$ cat src/rtl/bcd_to_bin_converter.sv
`default_nettype none
// ============================================================================
// Module   : bcd_to_bin_converter
// Purpose  : Sequential signed-BCD to two's-complement converter, one digit
//            per cycle MSD first. Optional macro BCD_TO_BIN_SAT_EN selects
//            saturation on overflow (default build wraps).
// Revision : 1.0 - initial release
// ============================================================================
module bcd_to_bin_converter #(
    parameter int DIGITS    = 4,
    parameter int OUT_WIDTH = 20
) (
    input  logic                  clk,
    input  logic                  rst,
    input  logic [DIGITS*4-1:0]   bcd_in,
    input  logic                  sign_in,
    input  logic                  in_valid,
    output logic                  in_ready,
    output logic [OUT_WIDTH-1:0]  bin_out,
    output logic                  out_valid,
    input  logic                  out_ready,
    output logic                  err,
    output logic                  ovf
);

    localparam int ACC_W = ((OUT_WIDTH > 4*DIGITS) ? OUT_WIDTH : 4*DIGITS) + 1;
    localparam int IDX_W = (DIGITS > 1) ? $clog2(DIGITS) : 1;

    localparam logic [IDX_W-1:0] c_idx_last = IDX_W'(DIGITS - 1);
    localparam logic [ACC_W-1:0] c_pos_max  =
        {{(ACC_W-OUT_WIDTH+1){1'b0}}, {(OUT_WIDTH-1){1'b1}}};
    localparam logic [ACC_W-1:0] c_neg_max  = c_pos_max + ACC_W'(1);

    localparam logic [1:0] S_IDLE = 2'd0;
    localparam logic [1:0] S_CONV = 2'd1;
    localparam logic [1:0] S_NEG  = 2'd2;
    localparam logic [1:0] S_DONE = 2'd3;

    logic [1:0]           r_state;
    logic [1:0]           w_state_nxt;
    logic [DIGITS*4-1:0]  r_bcd;
    logic                 r_sign;
    logic [ACC_W-1:0]     r_acc;
    logic [IDX_W-1:0]     r_idx;
    logic                 r_err;
    logic                 r_ovf;
    logic [OUT_WIDTH-1:0] r_bin;

    logic [3:0]           w_digit;
    logic [ACC_W-1:0]     w_acc_next;
    logic                 w_ovf;
    logic [OUT_WIDTH-1:0] w_wrap;
    logic [OUT_WIDTH-1:0] w_bin;

    // ------------------------------------------------------------------
    // State register
    // ------------------------------------------------------------------
    always_ff @(posedge clk) begin
        if (rst) begin
            r_state <= S_IDLE;
        end else begin
            r_state <= w_state_nxt;
        end
    end

    // ------------------------------------------------------------------
    // Next-state logic
    // ------------------------------------------------------------------
    always_comb begin
        w_state_nxt = r_state;
        case (r_state)
            S_IDLE:  if (in_valid)        w_state_nxt = S_CONV;
            S_CONV:  if (r_idx == '0)     w_state_nxt = S_NEG;
            S_NEG:                        w_state_nxt = S_DONE;
            S_DONE:  if (out_ready)       w_state_nxt = S_IDLE;
            default:                      w_state_nxt = S_IDLE;
        endcase
    end

    // ------------------------------------------------------------------
    // Output decode
    // ------------------------------------------------------------------
    always_comb begin
        in_ready  = (r_state == S_IDLE);
        out_valid = (r_state == S_DONE);
    end

    assign bin_out = r_bin;
    assign err     = r_err;
    assign ovf     = r_ovf;

    // ------------------------------------------------------------------
    // Datapath
    // ------------------------------------------------------------------
    always_comb begin
        w_digit = 4'd0;
        for (int i = 0; i < DIGITS; i++) begin
            if (r_idx == IDX_W'(i)) begin
                w_digit = r_bcd[i*4 +: 4];
            end
        end
    end

    // acc*10 as shifts; the accumulator is wide enough that even 4'hF digits never overflow
    assign w_acc_next = (r_acc << 3) + (r_acc << 1) + ACC_W'(w_digit);

    assign w_ovf = r_sign ? (r_acc > c_neg_max) : (r_acc > c_pos_max);

    // Low bits of a negation depend only on low bits of the operand
    assign w_wrap = r_sign ? (OUT_WIDTH'(0) - r_acc[OUT_WIDTH-1:0])
                           : r_acc[OUT_WIDTH-1:0];

`ifdef BCD_TO_BIN_SAT_EN
    localparam logic [OUT_WIDTH-1:0] c_sat_pos = {1'b0, {(OUT_WIDTH-1){1'b1}}};
    localparam logic [OUT_WIDTH-1:0] c_sat_neg = {1'b1, {(OUT_WIDTH-1){1'b0}}};

    assign w_bin = w_ovf ? (r_sign ? c_sat_neg : c_sat_pos) : w_wrap;
`else
    assign w_bin = w_wrap;
`endif

    always_ff @(posedge clk) begin
        if (rst) begin
            r_bcd  <= '0;
            r_sign <= 1'b0;
            r_acc  <= '0;
            r_idx  <= '0;
            r_err  <= 1'b0;
            r_ovf  <= 1'b0;
            r_bin  <= '0;
        end else begin
            case (r_state)
                S_IDLE: begin
                    if (in_valid) begin
                        r_bcd  <= bcd_in;
                        r_sign <= sign_in;
                        r_acc  <= '0;
                        r_err  <= 1'b0;
                        r_ovf  <= 1'b0;
                        r_idx  <= c_idx_last;
                    end
                end
                S_CONV: begin
                    r_acc <= w_acc_next;
                    if (w_digit > 4'd9) begin
                        r_err <= 1'b1;
                    end
                    r_idx <= r_idx - IDX_W'(1);
                end
                S_NEG: begin
                    r_ovf <= w_ovf;
                    r_bin <= w_bin;
                end
                default: begin
                end
            endcase
        end
    end

endmodule
`default_nettype wire
$ cat config.mk
export PLATFORM = sky130hd
export DESIGN_NAME = bcd_to_bin_converter
export DESIGN_NICKNAME = d
export VERILOG_FILES = /design/src/rtl/bcd_to_bin_converter.sv
export SDC_FILE = /design/constraint.sdc
export NUM_CORES = 1
export LEC_CHECK = 0
export CORE_UTILIZATION = 25
export CTS_BUF_LIST = sky130_fd_sc_hd__clkbuf_16
export CTS_CLUSTER_DIAMETER = 60
export DETAILED_ROUTE_END_ITERATION = 10
export SLEW_MARGIN = 10
export SYNTH_ARGS = -nofsm -noshare
export SYNTH_HDL_FRONTEND = slang
export SYNTH_SLANG_ARGS = --single-unit
$ cat constraint.sdc
create_clock -name clk -period 3.9 [get_ports clk]
set_input_delay 0.39 -clock clk [delete_from_list [all_inputs] [get_ports clk]]
set_output_delay 0.39 -clock clk [all_outputs]
set_load 0.03 [all_outputs]
==> results of run 1 <==
[Yosys cell counts (4+ instances only)]
library cell,number,area (um^2)
o31ai_1,6,45.0
dfxtp_1,64,1280
a21o_1,6,45.0
nand4_1,5,31.3
mux2i_1,4,40.0
a22oi_1,10,75.1
nor3_1,5,25.0
inv_1,16,60.1
nand3_1,5,25.0
xor2_1,21,184
nand3b_1,4,30.0
nand2_1,57,214
o21ai_0,20,100
a22o_1,9,78.8
nor2_1,52,195
a211oi_1,23,173
or3_1,4,25.0
a21oi_1,35,175
clkbuf_1,17,63.8
buf_1,4,15.0
xnor2_1,12,105
ha_1,46,576
[logic make-up (layout without fill, tap and decap cells)]
kind of cell	Yosys count	in the layout	synth area share [%]
compound gates	135	135	23.4
buf+inv	38	83	3.66
mux	4	4	1.02
simple gates	145	145	16.4
flops	64	64	32.6
xor+xnor	33	33	7.35
fa+ha+maj	48	48	15.7
[worst reg2reg max path, cell delays in order, from the launching register on]
cell and delay [ns]:
dfxtp_2 0.35, inv_2 0.08, ha_4 0.18, nand3b_1 0.15, a21oi_1 0.15, a21oi_1 0.05
nor2_1 0.14, nor2_1 0.08, fa_1 0.47, inv_1 0.07, fa_2 0.40, a21o_1 0.20
nand3_1 0.11, a31oi_1 0.12, a22o_1 0.26, o21a_1 0.18, or3_1 0.31, a32o_1 0.25
[cell type report]
cell class	count	area [um^2]	area share, %
flip-flops and latches	64	1280	26.1
clock buffers	9	225	4.58
clock inverters	7	55.1	1.12
well taps	211	264	5.37
multi-input cells	365	2540	51.6
repair buffers	51	488	9.93
inverters	16	60.1	1.22
[metrics by stage]
step | instances | power (mW)
2_1_floorplan | 467 | 1.52
3_3_place_gp | 706 | 1.79
3_5_place_dp | 706 | 1.82
4_1_cts | 722 | 2.59
5_1_grt | 723 | 2.76
6_report | 723 | 2.60
[final timing paths]
path	to	cells past startpoint	start	slack [ns]
min reg2reg	r_bcd[7]$_SDFFE_PP0P_	2	r_bcd[7]$_SDFFE_PP0P_	0.46
min	r_bcd[7]$_SDFFE_PP0P_	2	r_bcd[7]$_SDFFE_PP0P_	0.46
max	r_acc[14]$_SDFFE_PP0P_	17	r_idx[1]$_SDFFE_PP0P_	0.24
max reg2reg	r_acc[14]$_SDFFE_PP0P_	17	r_idx[1]$_SDFFE_PP0P_	0.24
[registers in the layout (all words and copies together), names as in the netlist]
signal / cells
r_acc: 21
bin_out: 20
r_bcd: 16
r_idx: 2
r_state: 2
err: 1
ovf: 1
r_sign: 1
[repair_timing]
action,in CTS,in global routing
endpoints found under the setup margin,0,8
setup buffers,0,1
resized for setup,0,9
[metal layers]
metal  global-route usage (%)  wire length, um  vias up
met1                     15.7             4630     1584
li1                         -                -     1774
met3                     2.09              245       12
met5                        0                0        -
met4                     4.90              165        0
met2                     19.4             4230       60
[power groups by stage]
stage          Sequential [mW]  Clock [mW]  Combinational, mW
2_1_floorplan            0.965           0              0.557
3_3_place_gp             0.868           0              0.921
3_5_place_dp             0.876           0              0.942
4_1_cts                  0.863       0.782              0.946
5_1_grt                  0.886       0.810               1.06
6_report                 0.867       0.768              0.969
==> summary.md, run 1 <==
| Metric | Value |
|---|---|
| P per Cell Area | 530 nW/um^2 |
| Area after DPL | 4590 um^2 |
| Seq pwr share | 33.3% |
| I/O pin total | 45 |
| Crit-path max FO | 8 |
| Post-DP HPWL | 6.93 mm |
| CP startpoint kind | register |
| Filler Cell Count | 1584 |
| Antenna cells | 0 |
| Cells after Synth | 467 |
| Fin crit period | 3.66 ns |
| Final instance area | 4910 um^2 |
| Post-synth EDFFs | 0 |
| Die area | 16200 um^2 |
| Leakage dissipation | 2.03 nW |
| Starting DRT DRC Count | 198 |
| Clock share of power | 29.5% |
| Routed length per instance | 12.8 um |
| Vias per inst | 4.74 |
| Total routed wirelength | 9.27 mm |
| Final setup viols | 0 |
| CTS clock-pin slew for the worst setup and hold paths | 0.05 ns |
| Min Hold Slack | 0.456 ns |
| Initial antenna violation count | 0 |
| Fmax | 273 MHz |
| Largest net degree at the start of global routing | 35 |
| Warnings from Yosys | 0 |
| First-pass iteration count of the detailed router | 5 |
| Core outline area | 15300 um^2 |
| Remaining global-route overflow | 0 |
| Crit-path slowest cell | fa_1 |
| Clock Sinks | 64 |
| Final Util | 32.2% |
| Row count | 45 |
| VDD IR-drop max | 0.000199 V |
| Psw | 978 uW |
| Latest clock arrival within the worst-skew pair | 0.33 ns |
| Gate power share | 37.2% |
| Required time worst endpoint | 4.12 ns |
| Pre-CTS setup slack | 0.0631 ns |
| Slew HR | 35.1% |
| Worst Clk Skew | 0.00484 ns |
| Final setup TNS | 0 ns |
| Hold Path Class | register to register |
| Routability congestion estimate | 0.858 |
| Die Y | 127 um |
| Synthesized flop and latch total | 64 |
| Post-synth ARST share | 0% |
| Most used DFF post-synth | dfxtp_1 |
| CTS Root Cell | clkbuf_16 |
| Slowest Stage Delay on Critical Path | 0.47 ns |
| Count of final hold-check violations | 0 |
| Vias in the first global route | 3229 |
| Commonest non-fill, non-tap cells in the layout | dfxtp_1 (62), nand2_1 (57), nor2_1 (52) |
| CP Data Arrival Time | 3.88 ns |
| Layout cells sized above 1 | 6.05% |
| Via Count | 3430 |
| CTS tree | done |
| Max-capacitance violation count | 0 |
| Crit path capture type | register |
| Synth cell types | 47 |
| Total GRT Usage | 12.0% |
| Internal Pwr Total | 1.63 mW |
| Die width | 127 um |
| Syn avg cell area | 8.42 um^2 |
| First-pass GRT wire length | 15.7 mm |
| Post-DRT Antenna Nets | 0 |
| PortBufs | 44 |
| TritonCTS Buffers | 9 |
| Nets | 576 |
| Commonest non-fill, non-tap cell in the layout | dfxtp_1 |
| Fin crit share | 93.8% |
| H-Tree Depth | 3 |
| Mapped Area | 3930 um^2 |
| Crit path kind | register to register |
| Hold Buf Count CTS | 0 |
| Status | finished, final reports clean |
| Sequential-to-total area share from yosys stat | 32.6% |
| Syn-to-layout area delta | 24.9% |
| Drc violations | 0 |
| Slew Viols, Final | 0 |
| Worst setup margin | 0.242 ns |
| Starting Density | 25.8% |
| Worst Max-Slew Pin Slew | 0.970 ns |
| Bufs and invs on worst path | 2 |
| Synth Net Count | 536 |
| Switch share | 37.5% |
| Crit path cell chain | inv_2 > ha_4 > nand3b_1 > a21oi_1 > a21oi_1 > nor2_1 > nor2_1 > fa_1 > inv_1 > fa_2 > a21o_1 > nand3_1 > a31oi_1 > a22o_1 > o21a_1 > or3_1 > a32o_1 |
| Clock buffer depth | 2 |
| CP top delay family | compound AO/OA/AOI/OAI gates |
Note: power is estimated with default switching activity, not from simulation.
==> run 2, diff against run 1 <==
--- a/config.mk
+++ b/config.mk
@@ -5,10 +5,13 @@
 export SDC_FILE = /design/constraint.sdc
 export NUM_CORES = 1
 export LEC_CHECK = 0
+export CELL_PAD_IN_SITES_DETAIL_PLACEMENT = 1
+export CELL_PAD_IN_SITES_GLOBAL_PLACEMENT = 1
 export CORE_UTILIZATION = 25
 export CTS_BUF_LIST = sky130_fd_sc_hd__clkbuf_16
 export CTS_CLUSTER_DIAMETER = 60
 export DETAILED_ROUTE_END_ITERATION = 10
+export PLACE_DENSITY = 0.55
 export SLEW_MARGIN = 10
 export SYNTH_ARGS = -nofsm -noshare
 export SYNTH_HDL_FRONTEND = slang
==> summary.md, run 2 (synthesis results as in run 1) <==
| Metric | Value |
|---|---|
| Hold Buf Count CTS | 0 |
| Initial antenna violation count | 0 |
| Min Hold Slack | 0.414 ns |
| CP Data Arrival Time | 3.89 ns |
| Worst setup margin | 0.237 ns |
| Power, Total | 2.54 mW |
| Total GRT Usage | 14.0% |
| CTS Root Cell | clkbuf_16 |
| TritonCTS Buffers | 9 |
| Worst Max-Slew Pin Slew | 0.906 ns |
| Routability congestion estimate | 0.811 |
| Crit-path slowest cell | fa_2 |
| Required time worst endpoint | 4.13 ns |
| CTS clock-pin slew for the worst setup and hold paths | 0.05 ns |
| Final instance area | 4910 um^2 |
| Vias per inst | 4.71 |
| Crit path kind | register to register |
| VDD IR-drop max | 0.000199 V |
| Commonest non-fill, non-tap cell in the layout | dfxtp_1 |
| RSZ-0062 raised after global routing | false |
| Slew Viols, Final | 0 |
| Clock Sinks | 64 |
| Max-capacitance violation count | 0 |
| Crit path capture type | register |
| Latest clock arrival within the worst-skew pair | 0.33 ns |
| Die Y | 127 um |
| Fmax | 273 MHz |
| Largest net degree at the start of global routing | 43 |
| CTS tree | done |
| Nets | 576 |
| Final setup TNS | 0 ns |
| Leakage dissipation | 2.03 nW |
| Largest Register | r_acc |
| Largest register FFs | 21 |
| Bufs and invs on worst path | 1 |
| First-pass iteration count of the detailed router | 4 |
| Starting DRT DRC Count | 85 |
| Final setup viols | 0 |
| Hold Path Class | input pin to register |
| Syn-to-layout area delta | 25.0% |
| Starting Density | 25.8% |
| Post-DP HPWL | 8.14 mm |
| Post-DRT Antenna Nets | 0 |
| Core outline area | 15300 um^2 |
| PortBufs | 44 |
| Layout cells sized above 1 | 7.23% |
| Total routed wirelength | 10.5 mm |
| Post-Layout Cell Count | 723 |
| Fin crit share | 93.9% |
| Slew HR | 39.3% |
| Die width | 127 um |
| H-Tree Depth | 3 |
| Worst Clk Skew | 0.00522 ns |
| First-pass GRT wire length | 18.0 mm |
| Via Count | 3407 |
| Row count | 45 |
| P per Cell Area | 517 nW/um^2 |
| Placed cells | 706 |
| CP top delay family | compound AO/OA/AOI/OAI gates |
| Vias in the first global route | 3522 |
| Count of final hold-check violations | 0 |
| Remaining global-route overflow | 0 |
| Commonest non-fill, non-tap cells in the layout | dfxtp_1 (62), nand2_1 (57), nor2_1 (52) |
| Slowest Stage Delay on Critical Path | 0.41 ns |
| Die area | 16200 um^2 |
| Fin crit period | 3.66 ns |
| Pre-CTS setup slack | -0.00819 ns |
| Crit path cell chain | inv_2 > ha_4 > nand3b_1 > a21oi_1 > a21oi_1 > o21ai_1 > ha_1 > ha_1 > fa_2 > a21o_1 > nand3_2 > a31oi_2 > a22o_1 > o21a_1 > or3_1 > a32o_1 |
| Crit-path max FO | 8 |
| CP startpoint kind | register |
| Status | finished, final reports clean |
| Final Util | 32.2% |
| Routed length per instance | 14.5 um |
| Drc violations | 0 |
| Area after DPL | 4600 um^2 |
| Antenna cells | 0 |
| I/O pin total | 45 |
| Clock buffer depth | 2 |
[run 2: changes by cell type in the layout (fill, tap and decap cells not counted), sizes merged]
cell,change
clkinv,+1
bufinv,-1
[run 2: final cells by class]
type | count | area (um^2)
Clock buffer | 9 | 225
Multi-Input combinational cell | 365 | 2560
Tap cell | 211 | 264
Clock inverter | 7 | 31.3
Inverter | 16 | 60.1
Sequential cell | 64 | 1280
Timing Repair Buffer | 51 | 488
Fill cell | 1799 | 10300
[run 2: routing by layer]
metal	wire length, um	vias to the layer above	GRT usage (%)
met4	219	0	6.93
met2	4460	36	21.1
met3	197	13	1.68
met5	0	-	0
li1	-	1766	-
met1	5640	1592	19.7
[run 2: worst paths after layout]
kind         slack (ns)                   start                endpoint  cells after the start
max                0.24   r_idx[1]$_SDFFE_PP0P_  r_acc[14]$_SDFFE_PP0P_                     16
min                0.41                     rst   r_acc[8]$_SDFFE_PP0P_                      2
max reg2reg        0.24   r_idx[1]$_SDFFE_PP0P_  r_acc[14]$_SDFFE_PP0P_                     16
min reg2reg        0.45  r_bcd[15]$_SDFFE_PP0P_  r_bcd[15]$_SDFFE_PP0P_                      2
[run 2: worst reg2reg max path, delay by kind of cell (launching register included)]
family / cells / cell delay [ns]
AOI/OAI and AO/OA: 8 / 1.49
adders and majority gates: 4 / 1.09
and+or+nand+nor: 3 / 0.55
DFF: 1 / 0.35
buffers and inverters: 1 / 0.07
[run 2: what timing repair did]
action | in CTS | in global routing
pin swaps | 0 | 4
resized for setup | 2 | 12
buffers inserted | 0 | 1
endpoints found under the setup margin | 1 | 9
cloned | 0 | 0
[run 2: where the power goes]
part / switching, mW / internal [mW]
combinational: 0.609 / 0.369
sequential: 0.0920 / 0.775
clock: 0.281 / 0.417
==> run 3, diff against run 2 <==
--- a/config.mk
+++ b/config.mk
@@ -11,7 +11,7 @@
 export CTS_BUF_LIST = sky130_fd_sc_hd__clkbuf_16
 export CTS_CLUSTER_DIAMETER = 60
 export DETAILED_ROUTE_END_ITERATION = 10
-export PLACE_DENSITY = 0.55
+export PLACE_DENSITY = 0.57
 export SLEW_MARGIN = 10
 export SYNTH_ARGS = -nofsm -noshare
 export SYNTH_HDL_FRONTEND = slang
==> summary.md, run 3 (synthesis results as in run 1) <==
| Metric | Value |
|---|---|
| Gate power share | 35.9% |
| CTS clock-pin slew for the worst setup and hold paths | 0.06 ns |
| CP Data Arrival Time | 3.93 ns |
| Total GRT Usage | 14.1% |
| Psw | 1.02 mW |
| Routed metal-1 wirelength | 5.56 mm |
| Vias in the first global route | 3644 |
| Placed cells | 706 |
| CTS tree | done |
| Wire length on met2 | 4.91 mm |
| Commonest non-fill, non-tap cells in the layout | dfxtp_1 (62), nand2_1 (57), nor2_1 (52) |
| CTS Root Cell | clkbuf_16 |
| Die Y | 127 um |
| Largest Register | r_acc |
| Worst R2R Start | r_idx[1]$_SDFFE_PP0P_ |
| Worst setup margin | 0.191 ns |
| Status | finished, final reports clean |
| Leakage dissipation | 2.04 nW |
| Die area | 16200 um^2 |
| Starting Density | 25.8% |
| Fin crit share | 95.1% |
| Routability congestion estimate | 0.815 |
| Count of final hold-check violations | 0 |
| Worst Clk Skew | 0.0102 ns |
| Fin crit period | 3.71 ns |
| I/O pin total | 45 |
| Max-capacitance violation count | 0 |
| Routed length per instance | 15.0 um |
| Worst Setup SP | r_idx[1]$_SDFFE_PP0P_ |
| Clock buffer depth | 2 |
| Post-DRT Antenna Nets | 0 |
| Fmax | 270 MHz |
| Remaining global-route overflow | 0 |
| H-Tree Depth | 3 |
| Switch share | 36.7% |
| Antenna cells | 0 |
| Min Hold Slack | 0.401 ns |
| First-pass iteration count of the detailed router | 4 |
| PortBufs | 44 |
| Clock share of power | 33.0% |
| Post-Layout Cell Count | 722 |
| Crit path kind | register to register |
| Core outline area | 15300 um^2 |
| Final Util | 32.6% |
| Initial antenna violation count | 0 |
| Routed wl met3 | 278 um |
| Latest clock arrival within the worst-skew pair | 0.33 ns |
| Slew HR | 37.7% |
| Post-DP HPWL | 8.21 mm |
| Number of post-CTS setup repair buffers | 0 |
| Final setup viols | 0 |
| Die width | 127 um |
| Worst Max-Slew Pin Slew | 0.935 ns |
| Drc violations | 0 |
| Hold Crit Start | rst |
| Total routed wirelength | 10.8 mm |
| Commonest non-fill, non-tap cell in the layout | dfxtp_1 |
| RSZ-0062 raised after global routing | false |
| VDD IR-drop max | 0.000221 V |
| Slew Viols, Final | 0 |
| Vias per inst | 4.84 |
| Via Count | 3492 |
| Layout cells sized above 1 | 6.65% |
| Nets | 575 |
| Largest net degree at the start of global routing | 45 |
| Row count | 45 |
| Filler Cell Count | 1787 |
| Pre-CTS setup slack | -0.00363 ns |
| CP startpoint kind | register |
| Crit-path max FO | 8 |
| Seq pwr share | 31.1% |
| Internal Pwr Total | 1.77 mW |
| TritonCTS Buffers | 9 |
| Required time worst endpoint | 4.12 ns |
| Clock Sinks | 64 |
| Largest register FFs | 21 |
| Highest metal used | met4 |
| Hold Path Class | input pin to register |
| Starting DRT DRC Count | 209 |
| Syn-to-layout area delta | 26.4% |
| P per Cell Area | 561 nW/um^2 |
| Crit path capture type | register |
| Power, Total | 2.79 mW |
| First-pass GRT wire length | 18.4 mm |
[run 3: cell count changes in the layout (fill, tap and decap cells not counted), sizes merged]
cell      change
inv           -2
clkinvlp      +1
clkinv        -2
buf           -1
bufinv        +3
[run 3: worst paths after layout]
kind                                  to  slack (ns)  cells after the start
hold / removal     r_acc[9]$_SDFFE_PP0P_        0.40                      2
setup / recovery  r_acc[14]$_SDFFE_PP0P_        0.19                     17
setup reg to reg  r_acc[14]$_SDFFE_PP0P_        0.19                     17
hold reg to reg    r_bcd[8]$_SDFFE_PP0P_        0.46                      2
[run 3: per-layer routing]
metal / global-route usage [%] / vias to the layer above
li1: - / 1766
met1: 19.6 / 1678
met2: 22.4 / 43
met3: 2.22 / 5
met4: 4.20 / 0
met5: 0 / -
[run 3: critical path, cell delays in order (launching register included)]
cell      delay (ns)
dfxtp_2         0.35
inv_2           0.07
ha_4            0.18
nand3b_1        0.16
a21oi_1         0.16
a21oi_1         0.05
nor2_1          0.16
nor2_1          0.07
fa_1            0.48
inv_1           0.07
fa_2            0.40
a21o_1          0.21
nand3_1         0.10
a31oi_1         0.12
a22o_1          0.27
o21a_1          0.19
or3_1           0.31
a32o_1          0.24
[run 3: final cells by class]
cell class | instances | area, um^2 | share of cell area [%]
tap | 211 | 264 | 5.31
inverter | 16 | 60.1 | 1.21
clock inverter | 7 | 110 | 2.21
timing repair buffer | 50 | 480 | 9.67
sequential | 64 | 1280 | 25.8
multi-input combinational | 365 | 2550 | 51.2
clock buffer | 9 | 225 | 4.53
[run 3: repair_timing]
item / 4_1_cts / 5_1_grt
resized for setup: 1 / 9
endpoints found under the setup margin: 1 / 7
hold buffers: 0 / 0
pin swaps: 0 / 2
[run 3: power groups by stage]
| stage | combinational, mW | sequential [mW] | clock (mW) |
|---|---|---|---|
| 6_report | 1.00 | 0.869 | 0.921 |
| 5_1_grt | 1.11 | 0.883 | 0.974 |
| 4_1_cts | 0.990 | 0.864 | 0.943 |
| 3_5_place_dp | 0.982 | 0.877 | 0 |
| 3_3_place_gp | 0.953 | 0.872 | 0 |
| 2_1_floorplan | 0.557 | 0.965 | 0 |
[run 3: metrics by stage]
stage / area [um^2] / TNS (ns)
finish: 4970 / 0
floorplan: 3930 / 0
global route: 4970 / 0
detailed placement: 4600 / -0.00363
global placement: 4600 / 0
CTS: 4940 / 0
